File: src/rtl/uart_pkg.sv
// Shared types and constants for the parametrised UART receive/transmit blocks.
package uart_pkg;

    localparam logic [2:0] IDLE   = 3'd0;
    localparam logic [2:0] START  = 3'd1;
    localparam logic [2:0] DATA   = 3'd2;
    localparam logic [2:0] PARITY = 3'd3;
    localparam logic [2:0] STOP   = 3'd4;

    typedef enum logic [2:0] {
        StIdle   = IDLE,
        StStart  = START,
        StData   = DATA,
        StParity = PARITY,
        StStop   = STOP
    } uart_state_e;

    localparam logic PAR_EVEN = 1'b0;
    localparam logic PAR_ODD  = 1'b1;

    // Baud divisors for a 100 MHz clock with 16x oversampling
    localparam logic [15:0] DIV_9600   = 16'd651;
    localparam logic [15:0] DIV_115200 = 16'd54;
    localparam logic [15:0] DIV_921600 = 16'd7;

    function automatic logic maj3(input logic a, input logic b, input logic c);
        return (a & b) | (a & c) | (b & c);
    endfunction

endpackage

File: src/rtl/uart_baud_tick.sv
// Oversample tick generator: one tick every max(baud_div,1) clocks, phase reset by clear.
module uart_baud_tick #(
    parameter int unsigned DIV_W = 16
) (
    input  logic             clk_i,
    input  logic             rst_ni,
    input  logic             clear_i,
    input  logic [DIV_W-1:0] baud_div_i,
    output logic             tick_o
);

    logic [DIV_W-1:0] div_cnt_q, div_cnt_d;
    logic [DIV_W-1:0] term;
    logic             hit;

    // >= rather than == so a divisor shrinking mid-count cannot strand the counter
    always_comb begin
        term      = (baud_div_i == '0) ? '0 : baud_div_i - DIV_W'(1);
        hit       = (div_cnt_q >= term);
        tick_o    = hit && !clear_i;
        div_cnt_d = (clear_i || hit) ? '0 : div_cnt_q + DIV_W'(1);
    end

    always_ff @(posedge clk_i) begin
        if (!rst_ni) begin
            div_cnt_q <= '0;
        end else begin
            div_cnt_q <= div_cnt_d;
        end
    end

endmodule

File: src/rtl/uart_rx_param.sv
// Parametrised UART receiver: synchronised input, 3-sample majority vote, parity/framing flags.
module uart_rx_param
    import uart_pkg::*;
#(
    parameter int unsigned DATA_BITS  = 8,
    parameter int unsigned OVERSAMPLE = 16,
    parameter int unsigned PARITY_EN  = 0,
    parameter int unsigned PARITY_ODD = 0,
    parameter int unsigned STOP_BITS  = 1,
    parameter int unsigned DIV_W      = 16
) (
    input  logic                 clk,
    input  logic                 rst_n,
    input  logic                 rx_input,
    input  logic [DIV_W-1:0]     baud_div,
    output logic [DATA_BITS-1:0] byte_data,
    output logic                 data_valid,
    output logic                 parity_err,
    output logic                 frame_err,
    output logic                 busy
);

    localparam int unsigned M    = OVERSAMPLE / 2;
    localparam int unsigned OsW  = $clog2(OVERSAMPLE);
    localparam int unsigned BitW = $clog2(DATA_BITS);

    uart_state_e          state_q, state_d;
    logic                 rx_meta_q, rx_s_q;
    logic [OsW-1:0]       os_cnt_q, os_cnt_d;
    logic [BitW-1:0]      bit_cnt_q, bit_cnt_d;
    logic                 stop_cnt_q, stop_cnt_d;
    logic [1:0]           samp_q, samp_d;
    logic [DATA_BITS-1:0] shift_q, shift_d;
    logic [DATA_BITS-1:0] byte_q, byte_d;
    logic                 par_bad_q, par_bad_d;
    logic                 frame_bad_q, frame_bad_d;
    logic                 valid_q, valid_d;
    logic                 perr_q, perr_d;
    logic                 ferr_q, ferr_d;
    logic                 tick, vote, vote_tick, bit_end;

    // Held clear while idle so the bit phase starts at the detected falling edge
    uart_baud_tick #(
        .DIV_W(DIV_W)
    ) u_baud_tick (
        .clk_i     (clk),
        .rst_ni    (rst_n),
        .clear_i   (state_q == StIdle),
        .baud_div_i(baud_div),
        .tick_o    (tick)
    );

    assign vote      = maj3(samp_q[0], samp_q[1], rx_s_q);
    assign vote_tick = tick && (os_cnt_q == OsW'(M + 1));
    assign bit_end   = tick && (os_cnt_q == OsW'(OVERSAMPLE - 1));

    always_comb begin
        state_d     = state_q;
        os_cnt_d    = os_cnt_q;
        bit_cnt_d   = bit_cnt_q;
        stop_cnt_d  = stop_cnt_q;
        samp_d      = samp_q;
        shift_d     = shift_q;
        par_bad_d   = par_bad_q;
        frame_bad_d = frame_bad_q;
        byte_d      = byte_q;
        perr_d      = perr_q;
        ferr_d      = ferr_q;
        valid_d     = 1'b0;

        if (tick) begin
            os_cnt_d = bit_end ? '0 : os_cnt_q + OsW'(1);
            if (os_cnt_q == OsW'(M - 1)) samp_d[0] = rx_s_q;
            if (os_cnt_q == OsW'(M))     samp_d[1] = rx_s_q;
        end

        unique case (state_q)
            StIdle: begin
                os_cnt_d = '0;
                if (!rx_s_q) begin
                    state_d     = StStart;
                    par_bad_d   = 1'b0;
                    frame_bad_d = 1'b0;
                end
            end
            StStart: begin
                if (vote_tick && vote) begin
                    state_d = StIdle;
                end else if (bit_end) begin
                    state_d   = StData;
                    bit_cnt_d = '0;
                end
            end
            StData: begin
                if (vote_tick) shift_d[bit_cnt_q] = vote;
                if (bit_end) begin
                    if (bit_cnt_q == BitW'(DATA_BITS - 1)) begin
                        state_d    = (PARITY_EN != 0) ? StParity : StStop;
                        stop_cnt_d = 1'b0;
                    end else begin
                        bit_cnt_d = bit_cnt_q + BitW'(1);
                    end
                end
            end
            StParity: begin
                if (vote_tick) par_bad_d = vote ^ (^shift_q) ^ (PARITY_ODD != 0);
                if (bit_end) begin
                    state_d    = StStop;
                    stop_cnt_d = 1'b0;
                end
            end
            StStop: begin
                if (vote_tick) begin
                    if (!vote) frame_bad_d = 1'b1;
                    // Leave at mid-bit of the last stop so back-to-back frames tolerate skew
                    if (stop_cnt_q == 1'(STOP_BITS - 1)) begin
                        state_d = StIdle;
                        valid_d = 1'b1;
                        byte_d  = shift_q;
                        perr_d  = (PARITY_EN != 0) && par_bad_q;
                        ferr_d  = frame_bad_q | ~vote;
                    end
                end else if (bit_end) begin
                    stop_cnt_d = stop_cnt_q + 1'b1;
                end
            end
            default: state_d = StIdle;
        endcase
    end

    always_ff @(posedge clk) begin
        if (!rst_n) begin
            state_q     <= StIdle;
            rx_meta_q   <= 1'b1;
            rx_s_q      <= 1'b1;
            os_cnt_q    <= '0;
            bit_cnt_q   <= '0;
            stop_cnt_q  <= 1'b0;
            samp_q      <= '0;
            shift_q     <= '0;
            par_bad_q   <= 1'b0;
            frame_bad_q <= 1'b0;
            byte_q      <= '0;
            valid_q     <= 1'b0;
            perr_q      <= 1'b0;
            ferr_q      <= 1'b0;
        end else begin
            state_q     <= state_d;
            rx_meta_q   <= rx_input;
            rx_s_q      <= rx_meta_q;
            os_cnt_q    <= os_cnt_d;
            bit_cnt_q   <= bit_cnt_d;
            stop_cnt_q  <= stop_cnt_d;
            samp_q      <= samp_d;
            shift_q     <= shift_d;
            par_bad_q   <= par_bad_d;
            frame_bad_q <= frame_bad_d;
            byte_q      <= byte_d;
            valid_q     <= valid_d;
            perr_q      <= perr_d;
            ferr_q      <= ferr_d;
        end
    end

    assign byte_data  = byte_q;
    assign data_valid = valid_q;
    assign parity_err = perr_q;
    assign frame_err  = ferr_q;
    assign busy       = (state_q != StIdle);

endmodule

File: config.mk
export PLATFORM = sky130hd
export DESIGN_NAME = uart_rx_param
export DESIGN_NICKNAME = d
export VERILOG_FILES = /design/src/rtl/uart_pkg.sv /design/src/rtl/uart_baud_tick.sv /design/src/rtl/uart_rx_param.sv
export SDC_FILE = /design/constraint.sdc
export NUM_CORES = 1
export LEC_CHECK = 0
export ABC_AREA = 1
export BUFFER_PORTS_ARGS = -buffer_cell sky130_fd_sc_hd__buf_4
export CORE_ASPECT_RATIO = 1.4
export CORE_MARGIN = 2
export CORE_UTILIZATION = 49
export CTS_BUF_LIST = sky130_fd_sc_hd__clkbuf_16
export CTS_CLUSTER_SIZE = 40
export DETAILED_ROUTE_END_ITERATION = 8
export GPL_TIMING_DRIVEN = 0
export HOLD_SLACK_MARGIN = 0.12
export PLACE_DENSITY_LB_ADDON = 0.05
export SLEW_MARGIN = 20
export SYNTH_ARGS = -nofsm -noshare
export SYNTH_HDL_FRONTEND = slang
export SYNTH_SLANG_ARGS = --single-unit
File: constraint.sdc
create_clock -name clk -period 3.3 [get_ports clk]
set_input_delay 0.165 -clock clk [delete_from_list [all_inputs] [get_ports clk]]
set_output_delay 0.165 -clock clk [all_outputs]
set_load 0.05 [all_outputs]
# --- Word-level counts from Yosys, hierarchy flattened ---
# Index checks and enable logic that the tools add are counted.
# Widths: inputs -> output; s select.
word_totals:
  regBits: 50
  latch_bits: 0
  ramBits: 0
  mem_bits_ro: 0
  in_bits: 19
  n_memories: 0
op_classes:
  n_addsub: 5
  mul: 0
  n_div: 0
  order_cmp: 3
  eq_ne: 22
  shifts: 0
  mux: 30
  bitwise_logic: 9
  n_reduce_logical: 24
op_table:
  columns: ["operator", "count"]
  rows:
  - ["$mux 3", 12]
  - ["$ne 2x2->1 const B", 12]
  - ["$add 16x1->16 const B", 1]
  - ["$ge 16x16->1", 1]
  - ["$logic_not 16->1", 1]
  - ["$mux 16", 1]
  - ["$sub 16x1->16 const B", 1]
  - ["$pmux 3 s5", 1]
  - ["$eq 4x4->1 const B", 3]
  - ["$mux 1", 10]
  - ["$bwmux 8", 1]
  - ["$reduce_and 7->1", 1]
  - ["$eq 3x2->1 const B", 2]
  - ["$eq 3x3->1 const B", 2]
  - ["$pmux 3 s2", 1]
  - ["$reduce_and 2->1", 3]
  - ["$reduce_and 3->1", 2]
  - ["$reduce_and 6->1", 1]
  - ["$reduce_bool 3->1", 2]
  - ["$logic_and 1x1->1", 5]
  - ["$reduce_and 5->1", 1]
  - ["$add 4x1->4 const B", 1]
  - ["$eq 4x3->1 const B", 1]
  - ["$lt 3x4->1 const B", 1]
  - ["other kinds (18)", 26]

# --- Logic depth before layout (Yosys ltp) ---
# Gate-level depths: netlist (run 1).
depth:
  depth_word: 8
  depth_mapped: 25

# --- Hierarchy ---
# From an unflattened synthesis (run 1), not the netlist that was laid out.
unflattened:
  hier_cells: 470
  area_unflattened_um2: 3196.8
by_module_without_submodules:
  columns: ["mod", "instances", "cells_each", "area_each_um2", "seq_area_each_um2"]
  rows:
  - ["uart_rx_param", 1, 218, 1599.0, 680.7]
  - ["uart_baud_tick", 1, 252, 1597.8, 320.3]

# --- Worst setup path after synthesis (run 1) ---
# No wires, ideal clock.
synth_timing:
  path_kind: "in2reg"
  from: "in baud_div[1]"
  to: "reg ferr_q, in the netlist frame_err"
  setup_time_ns: 0.115
  t_arrival_ns: 2.546
  required_time_ns: 3.185
  slack_ns: 0.639
  stages: 19
  path_buffers: 0
  path_cell_list: "nor2_2 -> nand3_1 -> inv_1 -> nand2_1 -> or3_4 -> nor2_1 -> nand4_1 -> xor2_1 -> nand2_1 -> ha_1 -> nand2_1 -> nor3_1 -> nand2_2 -> nand2_4 -> nand3_4 -> nor3_4 -> inv_1 -> nor3_2 -> nor2_1"
synth_via:
  elab_chain_cells: 6
synth_rtl:
  columns: ["element", "line", "rtl"]
  rows:
  - ["from (decl)", "uart_rx_param.sv:15", "input logic [DIV_W-1:0] baud_div,"]
  - ["$sub 16x1->16 / $logic_not 16->1 (equally long branches)", "uart_baud_tick.sv:18", "term = (baud_div_i == '0) ? '0 : baud_div_i - DIV_W'(1);"]
  - ["$mux 16 (*)", "uart_baud_tick.sv:18", null]
  - ["$ge 16x16->1 (*)", "uart_baud_tick.sv:19", "hit = (div_cnt_q >= term);"]
  - ["$logic_and 1x1->1 (*)", "uart_baud_tick.sv:20", "tick_o = hit && !clear_i;"]
  - ["$logic_and 1x1->1 (*)", "uart_rx_param.sv:54", "assign vote_tick = tick && (os_cnt_q == OsW'(M + 1));"]
  - ["$reduce_and 3->1 (no line) (*)", null, null]
  - ["to (signal assigned)", "uart_rx_param.sv:161", "ferr_q <= ferr_d;"]
  - ["to (decl)", "uart_rx_param.sv:39", "logic ferr_q, ferr_d;"]
# Every way passes the cells marked *; elsewhere a longest branch is shown, timed or not.
# A chain may end at the register's enable or synchronous reset.

# --- Final worst setup path (run 1) ---
layout_timing:
  from: "in baud_div[0]"
  to: "reg bit_cnt_q[2]"
layout_via:
  elab_chain_cells: 8
layout_rtl:
  columns: ["element", "line", "rtl"]
  rows:
  - ["$sub 16x1->16 / $logic_not 16->1 (equally long branches)", "uart_baud_tick.sv:18", null]
  - ["$mux 16 (*)", "uart_baud_tick.sv:18", null]
  - ["$ge 16x16->1 (*)", "uart_baud_tick.sv:19", null]
  - ["$logic_and 1x1->1 (*)", "uart_baud_tick.sv:20", null]
  - ["$logic_and 1x1->1", "uart_rx_param.sv:54", null]
  - ["$logic_and 1x1->1", "uart_rx_param.sv:87", "if (vote_tick && vote) begin"]
  - ["$ne 2x2->1 (no line)", null, null]
  - ["$reduce_and 5->1 (no line) (*)", null, null]
  - ["to (signal assigned)", "uart_rx_param.sv:152", "bit_cnt_q <= bit_cnt_d;"]
  - ["to (decl)", "uart_rx_param.sv:30", "logic [BitW-1:0] bit_cnt_q, bit_cnt_d;"]
# Marked as above.

==> results of run 1 <==
## layout make-up
class / count / area [sq um]
fillers: 598 / 2570
multi-input cells: 319 / 1810
flip-flops and latches: 50 / 1000
inverters: 73 / 274
repair buffers: 30 / 228
clock buffers: 5 / 125
well taps: 72 / 90.1
plain buffers: 6 / 35.0
clock inverters: 2 / 33.8
## cells in the final DEF (no fill, tap or decap), drive strengths merged, types with 3 or more instances in the layout
cell type,count
xnor2,3
ha,24
nand2,76
dfxtp,50
nor4,3
clkbuf,8
o21ai,29
a21oi,30
inv,73
nor3,15
nor2,71
nand4,6
buf,32
xor2,10
nor3b,4
or2,6
o21a,3
nand3,30
## registers in the layout (all words and copies together) (netlist names)
name,cells
shift_q,8
samp_q,2
frame_err,1
frame_bad_q,1
byte_data,8
rx_s_q,1
stop_cnt_q,1
u_baud_tick.div_cnt_q,16
rx_meta_q,1
state_q,3
data_valid,1
os_cnt_q,4
bit_cnt_q,3
## metrics by stage
| stage | instances | setup WS (ns) | hold slack [ns] |
|---|---|---|---|
| 2_1_floorplan | 448 | 0.639 | 0.272 |
| 3_3_place_gp | 549 | -0.00455 | 0.354 |
| 3_5_place_dp | 549 | -0.0746 | 0.358 |
| 4_1_cts | 557 | 0.236 | 0.157 |
| 5_1_grt | 557 | 0.0172 | 0.176 |
| 6_report | 557 | 0.345 | 0.161 |
## per-layer routing
| layer | GRT usage [%] | part of all wire, % |
|---|---|---|
| met2 | 38.4 | 54 |
| met4 | 7.11 | 2.3 |
| met1 | 19.2 | 41 |
| met3 | 2.89 | 2.6 |
| met5 | 0 | 0 |
## cells by family after synthesis
logic type,share of synthesized area (%)
compound gates,11.8
xor+xnor,3.65
fa+ha+maj,9.63
buf+inv,9.91
flops,32.1
other cells,0.120
simple gates,32.9
## power groups by stage
| stage | sequential [mW] | clock, mW | combinational [mW] |
|---|---|---|---|
| global route | 0.656 | 0.599 | 0.474 |
| floorplan | 0.662 | 0 | 0.314 |
| global placement | 0.665 | 0 | 0.409 |
| CTS | 0.653 | 0.571 | 0.417 |
| detailed placement | 0.666 | 0 | 0.414 |
| finish | 0.653 | 0.559 | 0.414 |
## worst max path at each step
stage	startpoint	endpoint	slack [ns]	cells past startpoint
final	baud_div[0]	bit_cnt_q[2]$_SDFFE_PN0P_	0.34	21
after global routing	baud_div[0]	byte_data[5]$_SDFFE_PN0P_	0.02	21
after CTS	baud_div[0]	bit_cnt_q[2]$_SDFFE_PN0P_	0.24	21
after detailed placement	baud_div[0]	byte_data[6]$_SDFFE_PN0P_	-0.07	21
after global placement	baud_div[0]	frame_err$_SDFFE_PN0P_	-0.005	21
after floorplan	baud_div[1]	frame_err$_SDFFE_PN0P_	0.64	19
## tightest hold or removal path, stage by stage
cell and delay [ns]:
buf_4 0.13, o21ai_0 0.07, a21oi_1 0.04
## repair_timing
action	in CTS	in global routing
hold endpoints to repair	1	0
hold buffers	1	0
setup endpoints to repair	0	12
gates resized for setup	0	1
==> impl_metrics.tcl, run 1 <==
set metrics [dict create \
    status "complete, no violations" \
    synth.distinct_cells 41 \
    vdd_drop_max_mv 0.214 \
    reg2reg_from "u_baud_tick.div_cnt_q[7]$_SDFF_PP0_" \
    drt_wl_total_microns 6220 \
    cts-root-buf "clkbuf_16" \
    clock_path_buffers 2 \
    maxSlewHeadroom_pct 65.1 \
    clk_latency_ns 0.29 \
    drive_gt1_share_pct 14.6 \
    synth_top_area_share_pct 32.1 \
    die_x_microns 71.4 \
    htreeDepth 2 \
    synth_ff_type "dfxtp_1" \
    ys_top_cells_by_area "dfxtp_1 32%, ha_1 9.6%, nand2_1 8.5%" \
    finalSetupViolations 0 \
    fin_area_sq_mm 0.00360 \
    cts_inserted_buffers 5 \
    power_density_mw_per_mm2 452 \
    whs_path_depth 3 \
    max_freq_mhz 338 \
    start_kind "input port" \
    p_switching_mw 0.511 \
    worstPathRequired_ns 3.47 \
    switching_share_pct 31.4 \
    firstDrtPassIters 6 \
    min_to "shift_q[0]$_SDFFE_PN0P_" \
    routed-via-count 2812 \
    critPathKind "in2reg" \
    gp_congestion 0.943 \
    drv_cap 0 \
    io_pins 31 \
    clock_skew_ns 0.00424 \
    netlist_instances 448 \
    clock-sinks 50 \
    synth_top_area_cell "dfxtp_1" \
    initial_utilization_pct 50.6 \
    rsz0062_at_grt "false" \
    ys_warn_count 0 \
    seq_power_share_pct 40.2 \
    rr_worst_depth 14 \
    tns_ns 0 \
    vias_per_cell 5.05 \
    grt_util_all_layers_pct 19.3 \
    ant_nets 0 \
    finalCriticalPeriod_ns 2.96 \
    p_clk_share_pct 34.4 \
    totalPowerFinal_mw 1.63 \
    tightest_slew_ns 0.523 \
    core_area_sq_mm 0.00617 \
    async_reset_ff_share_pct 0 \
    hp-class "in2reg" \
    diodes 0 \
    syn-mean-instance-area_sq_um 6.96 \
    detail_route.wl_per_cell_microns 11.2 \
    clk_pin_slew_ns 0.06 \
    slowest_stage "ha_1" \
    finalNetCount 528 \
    p_int_mw 1.11 \
    combPwrFrac_pct 25.5 \
    dp_hpwl_microns 5070 \
    grt-ovfl-total 0 \
    min_from "rst_n" \
    grt_start_max_net_pins 15 \
    drc 0 \
    rows 34 \
    r2r_end "bit_cnt_q[2]$_SDFFE_PN0P_" \
    syn-num-nets 491 \
    crit_path_max_fanout 6 \
    cpLargestDelayFamily "simple AND/OR/NAND/NOR gates" \
    finalHoldViolations 0 \
    worstPathCellList "buf_4 -> inv_1 -> ha_1 -> inv_1 -> nor2_1 -> inv_1 -> nor2_2 -> nand3_1 -> inv_1 -> or2_2 -> nand3_1 -> ha_1 -> nand4_1 -> nor3_1 -> nand2_2 -> nand2_4 -> nand3_2 -> inv_1 -> o211ai_2 -> o21ai_0 -> a21oi_1" \
    seq_area_frac_synth_pct 32.1 \
    leakagePower_nw 1.63 \
    antenna_found_initial 0 \
    synth.most_common_cell "nand2_1" \
    first_global_vias 2628 \
    timing.critical_path.mode_cell "inv_1" \
    die_h_microns 98.4 \
    fin_crit_sh_pct 89.5 \
    tritoncts "done" \
    port_buffers 29 \
    ys_seq_elements 50 \
    die-area_sq_mm 0.00703 \
    rrSetupSlack_ns 1.13 \
    synth_edf_count 0 \
    path_buf_inv 6 \
    final_core_util_pct 58.3 \
    placed_cell_area_sq_mm 0.00343 \
    slew_viol_final 0 \
    grt_pass1_wl_microns 10900 \
    max_stage_delay_ns 0.31 \
    crit_arrival_ns 3.12 \
    syn_to_final_growth_pct 15.4 \
    endpoint_kind "flip-flop" \
    netlist_area_sq_mm 0.00312 \
    cts_setup_buffers 0 \
    synthTopCellsByCount "71 x nand2_1, 69 x inv_1, 67 x nor2_1, 50 x dfxtp_1, 28 x a21oi_1" \
    drt_iter0_drc 100 \
]
(Power assumes the default switching activity.)
==> run 2, diff against run 1 <==
Settings changed: CORE_UTILIZATION 49 to 41, PLACE_DENSITY_LB_ADDON 0.05 to 0.15.
==> run 2 against run 1 <==
Against the previous run:
- clock power down 9.5%
- via count down 0.71%
- first-iteration DRC count down 2.0%
- critical path depth unchanged
- routed wire length about the same
- final cell count up 4.7%
- maximum frequency up 4.1%
- sequential share of layout area down 0.13 points
- sequential power about the same
==> impl_metrics.tcl, run 2 (synthesis gave the netlist of run 1 again) <==
set metrics [dict create \
    drt_iter0_drc 98 \
    totalPowerFinal_mw 1.57 \
    regMostFlops "u_baud_tick.div_cnt_q" \
    min_to "shift_q[2]$_SDFFE_PN0P_" \
    routed-via-count 2792 \
    reg2reg_from "u_baud_tick.div_cnt_q[7]$_SDFF_PP0_" \
    grt_util_all_layers_pct 16.4 \
    diodes 0 \
    layout_commonest_cell "nand2_1" \
    largest_register_ffs 16 \
    fin_crit_sh_pct 86.1 \
    core_area_sq_mm 0.00736 \
    cts_inserted_buffers 5 \
    hp-class "in2reg" \
    combPwrFrac_pct 26.4 \
    placed_cell_area_sq_mm 0.00346 \
    first_global_vias 2684 \
    rrSetupSlack_ns 1.19 \
    gp_congestion 0.840 \
    fin_area_sq_mm 0.00362 \
    drc 0 \
    finalSetupViolations 0 \
    grt_start_max_net_pins 17 \
    r2r_end "frame_err$_SDFFE_PN0P_" \
    power_density_mw_per_mm2 436 \
    finalCriticalPeriod_ns 2.84 \
    p_switching_mw 0.529 \
    whs_path_depth 3 \
    switching_share_pct 33.6 \
    die_x_microns 77.7 \
    initial_utilization_pct 42.4 \
    cts_setup_buffers 0 \
    antenna_found_initial 0 \
    start_kind "input port" \
    slew_viol_final 0 \
    vias_per_cell 4.79 \
    clk_pin_slew_ns 0.07 \
    cts-root-buf "clkbuf_16" \
    port_buffers 29 \
    finalNetCount 528 \
    min_from "rst_n" \
    io_pins 31 \
    drv_cap 0 \
    grt_pass1_wl_microns 11100 \
    detail_route.wl_per_cell_microns 10.7 \
    dpl.cell_count 574 \
    status "complete, no violations" \
    max_freq_mhz 352 \
    vdd_drop_max_mv 0.243 \
    endpoint_kind "flip-flop" \
    drt_wl_total_microns 6210 \
    firstDrtPassIters 4 \
    clk_latency_ns 0.29 \
    finalHoldViolations 0 \
    die-area_sq_mm 0.00833 \
    clock_path_buffers 2 \
    final_cell_mix "71 x nand2_1, 69 x inv_1, 66 x nor2_1" \
    clock_skew_ns 0.00547 \
    drive_gt1_share_pct 14.8 \
    p_int_mw 1.05 \
    rsz0062_at_grt "false" \
    crit_path_max_fanout 7 \
    tritoncts "done" \
    seq_power_share_pct 41.5 \
    htreeDepth 2 \
    worstPathRequired_ns 3.49 \
    rows 37 \
    grt-ovfl-total 0 \
    syn_to_final_growth_pct 15.9 \
    crit_arrival_ns 3.03 \
    final_cells 583 \
    leakagePower_nw 1.62 \
    clock-sinks 50 \
    ant_nets 0 \
    critPathKind "in2reg" \
    p_clk_share_pct 32.2 \
    rr_worst_depth 14 \
    dp_hpwl_microns 5110 \
    die_h_microns 107 \
]
-- run 2: worst max path at each step --
stage                            from                        end  slack (ns)  cells after the start
after floorplan           baud_div[1]     frame_err$_SDFFE_PN0P_        0.64                     19
after global placement    baud_div[0]  byte_data[6]$_SDFFE_PN0P_        0.04                     21
after detailed placement  baud_div[0]     frame_err$_SDFFE_PN0P_       -0.02                     21
after CTS                 baud_div[0]     frame_err$_SDFFE_PN0P_        0.28                     21
after global routing      baud_div[0]    shift_q[0]$_SDFFE_PN0P_        0.03                     23
final                     baud_div[0]     frame_err$_SDFFE_PN0P_        0.46                     21
-- run 2: metal layers --
| metal | vias to the layer above | track usage (%) | part of all wire [%] | routed length (microns) |
|---|---|---|---|---|
| li1 | 1510 | - | - | - |
| met3 | 18 | 1.85 | 2.5 | 153 |
| met1 | 1217 | 16.7 | 41 | 2520 |
| met2 | 47 | 31.4 | 53 | 3300 |
| met4 | 0 | 9.95 | 3.8 | 239 |
| met5 | - | 0 | 0 | 0 |
-- run 2: per-stage QoR --
step	util [%]	TNS, ns	setup WS (ns)	hold WS, ns
final	49.1	0	0.460	0.150
after global routing	49.1	0	0.0275	0.171
after CTS	49.1	0	0.285	0.141
after detailed placement	47.0	-0.113	-0.0236	0.361
after global placement	47.0	0	0.0420	0.355
after floorplan	-	0	0.639	0.272
-- run 2: what timing repair did --
item,in CTS,in global routing
setup endpoints to repair,0,12
hold endpoints to repair,1,0
resized for setup,0,1
hold buffers,1,0
-- run 2: cell type report --
| type | count | area [sq um] |
|---|---|---|
| Multi-Input combinational cell | 319 | 1810 |
| Clock inverter | 3 | 20.0 |
| Fill cell | 760 | 3740 |
| Sequential cell | 50 | 1000 |
| Timing Repair Buffer | 30 | 228 |
| Clock buffer | 5 | 125 |
| Buffer | 6 | 35.0 |
| Tap cell | 97 | 121 |
| Inverter | 73 | 274 |
-- run 2: power by group through the flow --
stage	Sequential (mW)	Clock, mW	Combinational [mW]
floorplan	0.662	0	0.314
global placement	0.666	0	0.410
detailed placement	0.666	0	0.418
CTS	0.653	0.527	0.420
global route	0.656	0.551	0.471
finish	0.653	0.506	0.415
-- run 2: worst max-delay path: stages --
cell,delay [ns]
buf_4,0.11
inv_1,0.10
ha_1,0.17
inv_1,0.06
nor2_1,0.22
inv_1,0.12
nor2_2,0.19
nand3_1,0.10
inv_1,0.07
or2_2,0.10
nand3_1,0.06
ha_1,0.30
nand2_1,0.05
o21ai_0,0.23
a21oi_2,0.13
nand2_4,0.11
nand3_4,0.12
nor3_4,0.24
inv_1,0.19
nor3_2,0.13
nor2_1,0.05
